$ cat config.mk
export PLATFORM = sky130hd
export DESIGN_NAME = usb_crc_engine
export DESIGN_NICKNAME = d
export VERILOG_FILES = /design/src/rtl/usb_crc_pkg.sv /design/src/rtl/usb_crc_lfsr.sv /design/src/rtl/usb_crc_engine.sv
export SDC_FILE = /design/constraint.sdc
export NUM_CORES = 1
export LEC_CHECK = 0
export CAP_MARGIN = 15
export CORE_MARGIN = 5
export CORE_UTILIZATION = 50
export CTS_CLUSTER_SIZE = 24
export DETAILED_ROUTE_END_ITERATION = 8
export PLACE_DENSITY = 0.76
export SYNTH_ARGS = -nofsm -noshare
export SYNTH_HDL_FRONTEND = slang
export SYNTH_SLANG_ARGS = --single-unit
export TNS_END_PERCENT = 30
$ cat constraint.sdc
create_clock -name clk -period 2.1 [get_ports clk]
set_clock_uncertainty 0.15 [all_clocks]
set_input_delay 0.42 -clock clk [delete_from_list [all_inputs] [get_ports clk]]
set_output_delay 0.42 -clock clk [all_outputs]
set_load 0.05 [all_outputs]
$ cat src/rtl/usb_crc_pkg.sv
// usb_crc_pkg: shared types and constants for the USB CRC engine.
//   state_t        - engine FSM states
//   CRC5_*/CRC16_* - generator polynomials (x^W term dropped) and the
//                    good-packet residues seen after clocking in data+CRC.
package usb_crc_pkg;

  typedef enum logic [1:0] {
    IDLE  = 2'd0,
    ACCUM = 2'd1,
    SHIFT = 2'd2,
    CHECK = 2'd3
  } state_t;

  localparam logic [4:0]  CRC5_POLY     = 5'b00101;
  localparam logic [4:0]  CRC5_RESIDUE  = 5'b01100;
  localparam logic [15:0] CRC16_POLY    = 16'h8005;
  localparam logic [15:0] CRC16_RESIDUE = 16'h800D;

endpackage

$ cat src/rtl/usb_crc_lfsr.sv
// usb_crc_lfsr: combinational single-bit step of a serial CRC register.
//   crc      in  current register
//   bit_in   in  next bit in transmission order
//   crc_next out register after absorbing bit_in
module usb_crc_lfsr #(
  parameter int              CRC_W = 5,
  parameter logic [CRC_W-1:0] POLY = 5'b00101
) (
  input  logic [CRC_W-1:0] crc,
  input  logic             bit_in,
  output logic [CRC_W-1:0] crc_next
);

  logic fb;

  assign fb       = bit_in ^ crc[CRC_W-1];
  assign crc_next = {crc[CRC_W-2:0], 1'b0} ^ (fb ? POLY : '0);

endmodule

$ cat src/rtl/usb_crc_engine.sv
// usb_crc_engine: serial CRC generator/checker for the USB endpoint.
//   clk, rst            clock, async active-high reset
//   start, mode         load INIT and enter ACCUM; mode 0=generate, 1=check
//   bit_in, bit_valid   destuffed serial data
//   finish              end of data (gen) / end of data+CRC (check)
//   shift_en            downstream consumes bit_out this cycle
//   bit_out(_valid)     serialised inverted CRC, MSB first, in SHIFT
//   busy, done          activity flag, one-cycle end-of-operation pulse
//   crc_ok              check result, valid from done until next start
//   crc_value           live CRC register
//   bit_count           saturating count of bits accumulated since start
module usb_crc_engine
  import usb_crc_pkg::*;
#(
  parameter int               CRC_W   = 5,
  parameter logic [CRC_W-1:0] POLY    = CRC5_POLY,
  parameter logic [CRC_W-1:0] INIT    = '1,
  parameter logic [CRC_W-1:0] RESIDUE = CRC5_RESIDUE,
  parameter int               CNT_W   = 14
) (
  input  logic             clk,
  input  logic             rst,
  input  logic             start,
  input  logic             mode,
  input  logic             bit_in,
  input  logic             bit_valid,
  input  logic             finish,
  input  logic             shift_en,
  output logic             bit_out,
  output logic             bit_out_valid,
  output logic             busy,
  output logic             done,
  output logic             crc_ok,
  output logic [CRC_W-1:0] crc_value,
  output logic [CNT_W-1:0] bit_count
);

  localparam int IDX_W = $clog2(CRC_W + 1);

  state_t           state, state_d;
  logic [CRC_W-1:0] crc, crc_step, crc_eff, out_sr;
  logic [IDX_W-1:0] idx;
  logic             mode_q, last_shift;

  usb_crc_lfsr #(.CRC_W(CRC_W), .POLY(POLY)) u_lfsr (
    .crc      (crc),
    .bit_in   (bit_in),
    .crc_next (crc_step)
  );

  // A bit arriving together with finish is folded in before finishing.
  assign crc_eff    = bit_valid ? crc_step : crc;
  assign last_shift = (idx == IDX_W'(CRC_W - 1));

  always_comb begin
    state_d = state;
    case (state)
      ACCUM:   if (finish) state_d = mode_q ? CHECK : SHIFT;
      SHIFT:   if (shift_en && last_shift) state_d = IDLE;
      CHECK:   state_d = IDLE;
      default: state_d = state;
    endcase
    // start aborts anything in flight, including a same-cycle finish.
    if (start) state_d = ACCUM;
  end

  always_ff @(posedge clk or posedge rst) begin
    if (rst) begin
      state     <= IDLE;
      crc       <= INIT;
      out_sr    <= '0;
      idx       <= '0;
      mode_q    <= 1'b0;
      bit_count <= '0;
      crc_ok    <= 1'b0;
    end else begin
      state <= state_d;
      if (start) begin
        crc       <= INIT;
        out_sr    <= '0;
        idx       <= '0;
        mode_q    <= mode;
        bit_count <= '0;
        crc_ok    <= 1'b0;
      end else begin
        case (state)
          ACCUM: begin
            if (bit_valid) begin
              crc <= crc_step;
              if (bit_count != '1) bit_count <= bit_count + 1'b1;
            end
            if (finish && !mode_q) begin
              out_sr <= ~crc_eff;
              idx    <= '0;
            end
            // Result registered at finish so it is already valid with done.
            if (finish && mode_q) crc_ok <= (crc_eff == RESIDUE);
          end
          SHIFT: begin
            if (shift_en) begin
              out_sr <= {out_sr[CRC_W-2:0], 1'b0};
              idx    <= idx + 1'b1;
            end
          end
          default: ;
        endcase
      end
    end
  end

  assign bit_out_valid = (state == SHIFT);
  assign bit_out       = bit_out_valid & out_sr[CRC_W-1];
  assign busy          = (state != IDLE);
  assign done          = !start && ((state == CHECK) ||
                         ((state == SHIFT) && shift_en && last_shift));
  assign crc_value     = crc;

endmodule

* After elaboration in Yosys (flattened, before gate mapping)
Index checks and enable logic that the tools add are counted.
** Cells by class
- Add/sub/neg operators :: 2
- Equality and inequality tests :: 10
- Mux-type cells :: 24
- Bitwise gates (word level) :: 4
- Reductions and logical operators :: 20
** Operator list (count)
- 14-bit two-way mux :: 4
- 5-bit two-way mux :: 6
- 14-bit by 1-bit adder with 14-bit output (second input constant) :: 1
- 14-bit inequality test (second input constant) :: 1
- 3-bit two-way mux :: 4
- 5-bit case mux with 2 select lines :: 1
- 2-bit nonzero test :: 5
- 3-bit inequality test (second input constant) :: 3
- 3-bit AND reduction :: 3
- 1-bit logical AND :: 6
- 2-bit two-way mux :: 3
- 2-bit case mux with 3 select lines :: 1
- 3-bit case mux with 2 select lines :: 1
- 5-bit by 4-bit equality test with 1-bit output (second input constant) :: 1
- 5-bit inverter :: 1
- 5-bit bitwise XOR :: 1
- 2-bit equality test (second input constant) :: 2
- 1-bit two-way mux :: 4
- 4-bit nonzero test :: 1
- 3-bit by 1-bit adder with 3-bit output (second input constant) :: 1
- 3-bit equality test (second input constant) :: 1
- 3-bit by 2-bit inequality test with 1-bit output (second input constant) :: 1
- 3-bit nonzero test :: 1
- 2-bit by 1-bit equality test with 1-bit output (second input constant) :: 1
- other kinds (5) :: 6
** Storage, ports and cells
- Register bits :: 31
- Bits of input ports :: 8
- Output and inout bits :: 24
- Word-level logic and storage cells :: 67

* Longest topological paths before layout
Gate-level depths: netlist of run 1.
- Depth after elaboration :: 8
- Depth in mapped cells :: 8

* Cells and area by module
From an unflattened synthesis of run 1, not the netlist that was laid out.
** Unflattened totals
- Cells, all modules :: 183
- Area total of the unflattened synthesis :: 1770.4 um2
** Modules (own cells, without submodules)
- usb_crc_engine :: times used 1, cells an instance 177, area each 1707.9 um2, sequential area each 782.0 um2
- usb_crc_lfsr :: times used 1, cells an instance 6, area each 62.6 um2, sequential area each 0.0 um2

* Least setup slack after synthesis of run 1
OpenSTA, ideal clock, no wires.
- Kind :: input-to-output
- From :: input port start
- To :: output port done
- Arrival :: 1.826 ns
- Data required time :: 1.530 ns
- Setup slack :: -0.296 ns
- Stages :: 3
- Path buffers :: 2
- Cells stage by stage :: buf_6 buf_6 nor3b_1
** On the way
- Longest elaborated chain between the ends :: 2
** Ends and longest elaborated chain
- from (decl) :: RTL line usb_crc_engine.sv:23 : input logic start,
- 1-bit logical NOT :: RTL line usb_crc_engine.sv:114 : assign done = !start && ((state == CHECK) ||
- 1-bit logical AND :: RTL line usb_crc_engine.sv:114
- to (decl) :: RTL line usb_crc_engine.sv:32 : output logic done,
Every way passes these cells.

* Worst setup path in the final report of run 1
- From :: register idx[0]
- To :: output port done
** On the way
- Longest elaborated chain between the ends :: 4
** Ends and longest elaborated chain
- from (decl) :: RTL line usb_crc_engine.sv:42 : logic [IDX_W-1:0] idx;
- from (signal assigned) :: RTL line usb_crc_engine.sv:102 : idx <= idx + 1'b1;
- 3-bit equality test :: RTL line usb_crc_engine.sv:53 : assign last_shift = (idx == IDX_W'(CRC_W - 1));
- 1-bit logical AND :: RTL line usb_crc_engine.sv:115 : ((state == SHIFT) && shift_en && last_shift));
- 1-bit logical OR :: RTL line usb_crc_engine.sv:114
- 1-bit logical AND :: RTL line usb_crc_engine.sv:114
Every way passes these cells.

==> flow_metrics.env, run 1 <==
export IMPL_dr_pass1_iters=4
export IMPL_ys_async_sr_fraction=1.00
export IMPL_clkTransAtPathRegs_ns=0.06
export IMPL_maxCapViolCount=0
export IMPL_cts_sinks=31
export IMPL_swShare=0.312
export IMPL_synth_top_cell_by_area="dfrtp_1"
export IMPL_core_area_um2=3630
export IMPL_dpl_hpwl_um=3120
export IMPL_cpLargestDelayFamily="flip-flops"
export IMPL_total_power_w=0.00149
export IMPL_clk_insertion_delay_late_ns=0.29
export IMPL_finalSetupViolCount=0
export IMPL_max_freq_mhz=490
export IMPL_cts_htree_levels=2
export IMPL_holdBufCountCts=0
export IMPL_numCtsBuffers=5
export IMPL_timing_rr_start="bit_count[0]$_DFFE_PP0P_"
export IMPL_crit_start="idx[0]$_DFFE_PP0P_"
export IMPL_syn_instance_count=184
export IMPL_period_share=0.971
export IMPL_synth_edf_count=0
export IMPL_tightest_slew_ns=0.758
export IMPL_yosys_top_cells_area="dfrtp_1 35%, dfstp_2 7.1%, o21ai_0 3.5%, mux2i_1 3.2%, nor2_1 3.2%"
export IMPL_final_fill_count=309
export IMPL_area_growth_pct=30.8
export IMPL_die_x_um=70.8
export IMPL_period_needed_ns=2.04
export IMPL_viasPerCell=5.48
export IMPL_synth_seq_area_share=0.423
export IMPL_required_ns=1.53
export IMPL_rsz0062_at_grt="true"
export IMPL_pwr_share_clk=0.302
export IMPL_switchingPower_w=0.000466
export IMPL_power_frac_comb=0.240
export IMPL_grt_antenna_before_repair=0
export IMPL_peakVddDrop_v=0.000491
export IMPL_fin_ws_ns=0.0605
export IMPL_synth_cell_types=53
export IMPL_avgSynthCellArea_um2=10.0
export IMPL_drive_gt1_frac=0.339
export IMPL_cts_path_max_buffers=2
export IMPL_rows=22
export IMPL_min_delay_path_class="flip-flop to flip-flop"
export IMPL_max_slew_margin=0.494
export IMPL_synth_top_flop_cell="dfrtp_1"
export IMPL_end_kind="output port"
export IMPL_route_vias_total=1557
export IMPL_fp_dieH_um=70.8
export IMPL_min_delay_start="out_sr[3]$_DFFE_PP0P_"
export IMPL_cp_max_fo=4
export IMPL_yosys_warnings=0
export IMPL_synth_top_area_frac=0.352
export IMPL_status="finished clean"
export IMPL_cp_start_kind="flip-flop"
export IMPL_leakage_nw=1.10
export IMPL_syn_num_nets=195
export IMPL_io_pins=32
export IMPL_cp_arrival_ns=1.47
export IMPL_report_final_hold_viol_count=0
export IMPL_slowest_delay_ns=0.42
export IMPL_cp_num_buf_inv=2
export IMPL_maxSlewViolCount=0
export IMPL_port_buffers=31
export IMPL_p_int_w=0.00103
export IMPL_cts_tree="yes"
export IMPL_cts_root_buf="clkbuf_8"
export IMPL_grt_ovfl_total=0
export IMPL_track_usage=0.186
export IMPL_initial_core_util=0.509
export IMPL_wl_um=4310
export IMPL_pre_cts_ws_ns=-0.135
export IMPL_power_density_nw_per_um2=618
export IMPL_critical_path_class="flip-flop to output port"
export IMPL_cp_cell_sequence="inv_2, ha_4, a31oi_4, nor3b_4, clkbuf_16"
export IMPL_grt_max_degree=32
export IMPL_pwr_share_seq=0.458
export IMPL_grt_pass1_vias=1590
export IMPL_ys_ff_latch=31
export IMPL_routabilityCongestion=0.793
export IMPL_syn_cell_area_um2=1850
export IMPL_fin_nets=246
export IMPL_routedWlPerCell_um=15.2
export IMPL_grt_pass1_wl_um=7380
export IMPL_die_area_um2=5010
export IMPL_dr_first_iter_drc_count=107
export IMPL_drc_errors=0
export IMPL_drtAntennaViolNets=0
export IMPL_diodes=0
export IMPL_slowest_stage="dfrtp_1"
## through the flow
step                setup TNS, ns  std cells  hold WS (ns)  area [um^2]  utilization
floorplan                 -0.0477        184         0.290         1850            -
global placement           -0.629        272         0.314         2260        0.623
detailed placement          -1.39        272         0.332         2260        0.623
CTS                             0        280         0.347         2340        0.645
global route              -0.0516        284         0.382         2420        0.665
finish                          0        284         0.350         2420        0.665
## kinds of logic after synthesis
| kind of cell | count (synthesis) | synth area share |
|---|---|---|
| muxes | 10 | 0.0589 |
| AOI/OAI and AO/OA | 42 | 0.150 |
| and+or+nand+nor | 80 | 0.271 |
| DFF | 31 | 0.423 |
| adders and majority gates | 3 | 0.0203 |
| buffers and inverters | 15 | 0.0548 |
| xor gates and xnor gates | 3 | 0.0223 |
## power groups by stage
stage / registers, W / logic [W] / clock network (W)
floorplan: 0.000750 / 0.000186 / 0
global placement: 0.000688 / 0.000344 / 0
detailed placement: 0.000692 / 0.000355 / 0
CTS: 0.000682 / 0.000356 / 0.000471
global route: 0.000689 / 0.000386 / 0.000505
finish: 0.000685 / 0.000358 / 0.000450
## layout by cell type (no fill, tap or decap), types with 2 or more instances in the layout
master and count:
nor2_1 16, or4_1 2, clkbuf_1 2, nor3_1 4
xor2_1 2, buf_4 43, o21bai_1 2, mux2_2 3
inv_2 3, clkdlybuf4s50_1 7, nand2_1 15, inv_1 2
buf_12 2, clkbuf_8 5, ha_1 2, a211o_1 3
a21oi_1 9, nand4_1 2, o31ai_1 5, nor4bb_1 2
or3_2 2, dfrtp_1 25, dfstp_2 5, o21ai_0 13
nand3_1 7, nor4_4 2, nand2b_1 8, mux2i_1 6
nor2b_1 5
## layout make-up
type | instances | area [um^2] | area share
flip-flops and latches | 31 | 783 | 0.324
multi-input cells | 138 | 1000 | 0.415
inverters | 5 | 18.8 | 0.00776
clock buffers | 7 | 76.3 | 0.0316
well taps | 48 | 60.1 | 0.0248
clock inverters | 1 | 5.00 | 0.00207
repair buffers | 54 | 470 | 0.195
## worst paths after layout
check / endpoint / slack [ns] / depth (start not counted)
min in group asynchronous: bit_count[11]$_DFFE_PP0P_ / 0.36 / 3
worst max register to register: bit_count[3]$_DFFE_PP0P_ / 0.09 / 7
worst max-delay path: done / 0.06 / 5
worst min register to register: out_sr[3]$_DFFE_PP0P_ / 0.35 / 2
worst min-delay path: out_sr[3]$_DFFE_PP0P_ / 0.35 / 2
max in group asynchronous: crc_value[3]$_DFFE_PP1P_ / 1.11 / 3
## flip-flops by register name, summed over array words and instances, names as in the netlist
name,flops
crc_value,5
state,2
bit_count,14
out_sr,5
crc_ok,1
mode_q,1
idx,3
## worst min-delay path, stage by stage, from the launching register on
cell and delay [ns]:
dfrtp_1 0.35, nand2_1 0.06, o31ai_1 0.06
## cells in the mapped netlist, types with 2 or more instances
cell type / count
a31oi_1: 2
a21oi_1: 9
xor2_1: 2
ha_1: 3
nor3_1: 4
or4_1: 2
dfrtp_1: 26
nand3_1: 7
nor2_1: 16
mux2_2: 3
o21ai_0: 13
inv_1: 4
o21bai_1: 2
buf_4: 2
clkbuf_1: 3
or3_2: 2
nor2b_1: 5
buf_6: 5
nand2_1: 15
mux2i_1: 6
nand4_1: 2
nor4bb_1: 2
a211o_1: 3
o31ai_1: 5
nand2b_1: 8
dfstp_2: 5
nor4_4: 2
## repair_timing
item,CTS,global route
setup buffers,0,4
gates resized for setup,0,10
endpoints found under the setup margin,0,5
## per-layer routing
| layer | vias to the layer above | routed length [um] | track usage |
|---|---|---|---|
| met2 | 31 | 2250 | 0.318 |
| met5 | - | 0 | 0 |
| li1 | 767 | - | - |
| met4 | 0 | 87 | 0.0877 |
| met3 | 7 | 204 | 0.0582 |
| met1 | 752 | 1760 | 0.211 |
No activity file was read; power rests on OpenSTA's default activity.
==> run 2: changes to the inputs <==
Settings changed: GPL_ROUTABILITY_DRIVEN set to 0.
==> results of run 2 <==
The final DEF is identical to that of run 1; final timing and power are the same.
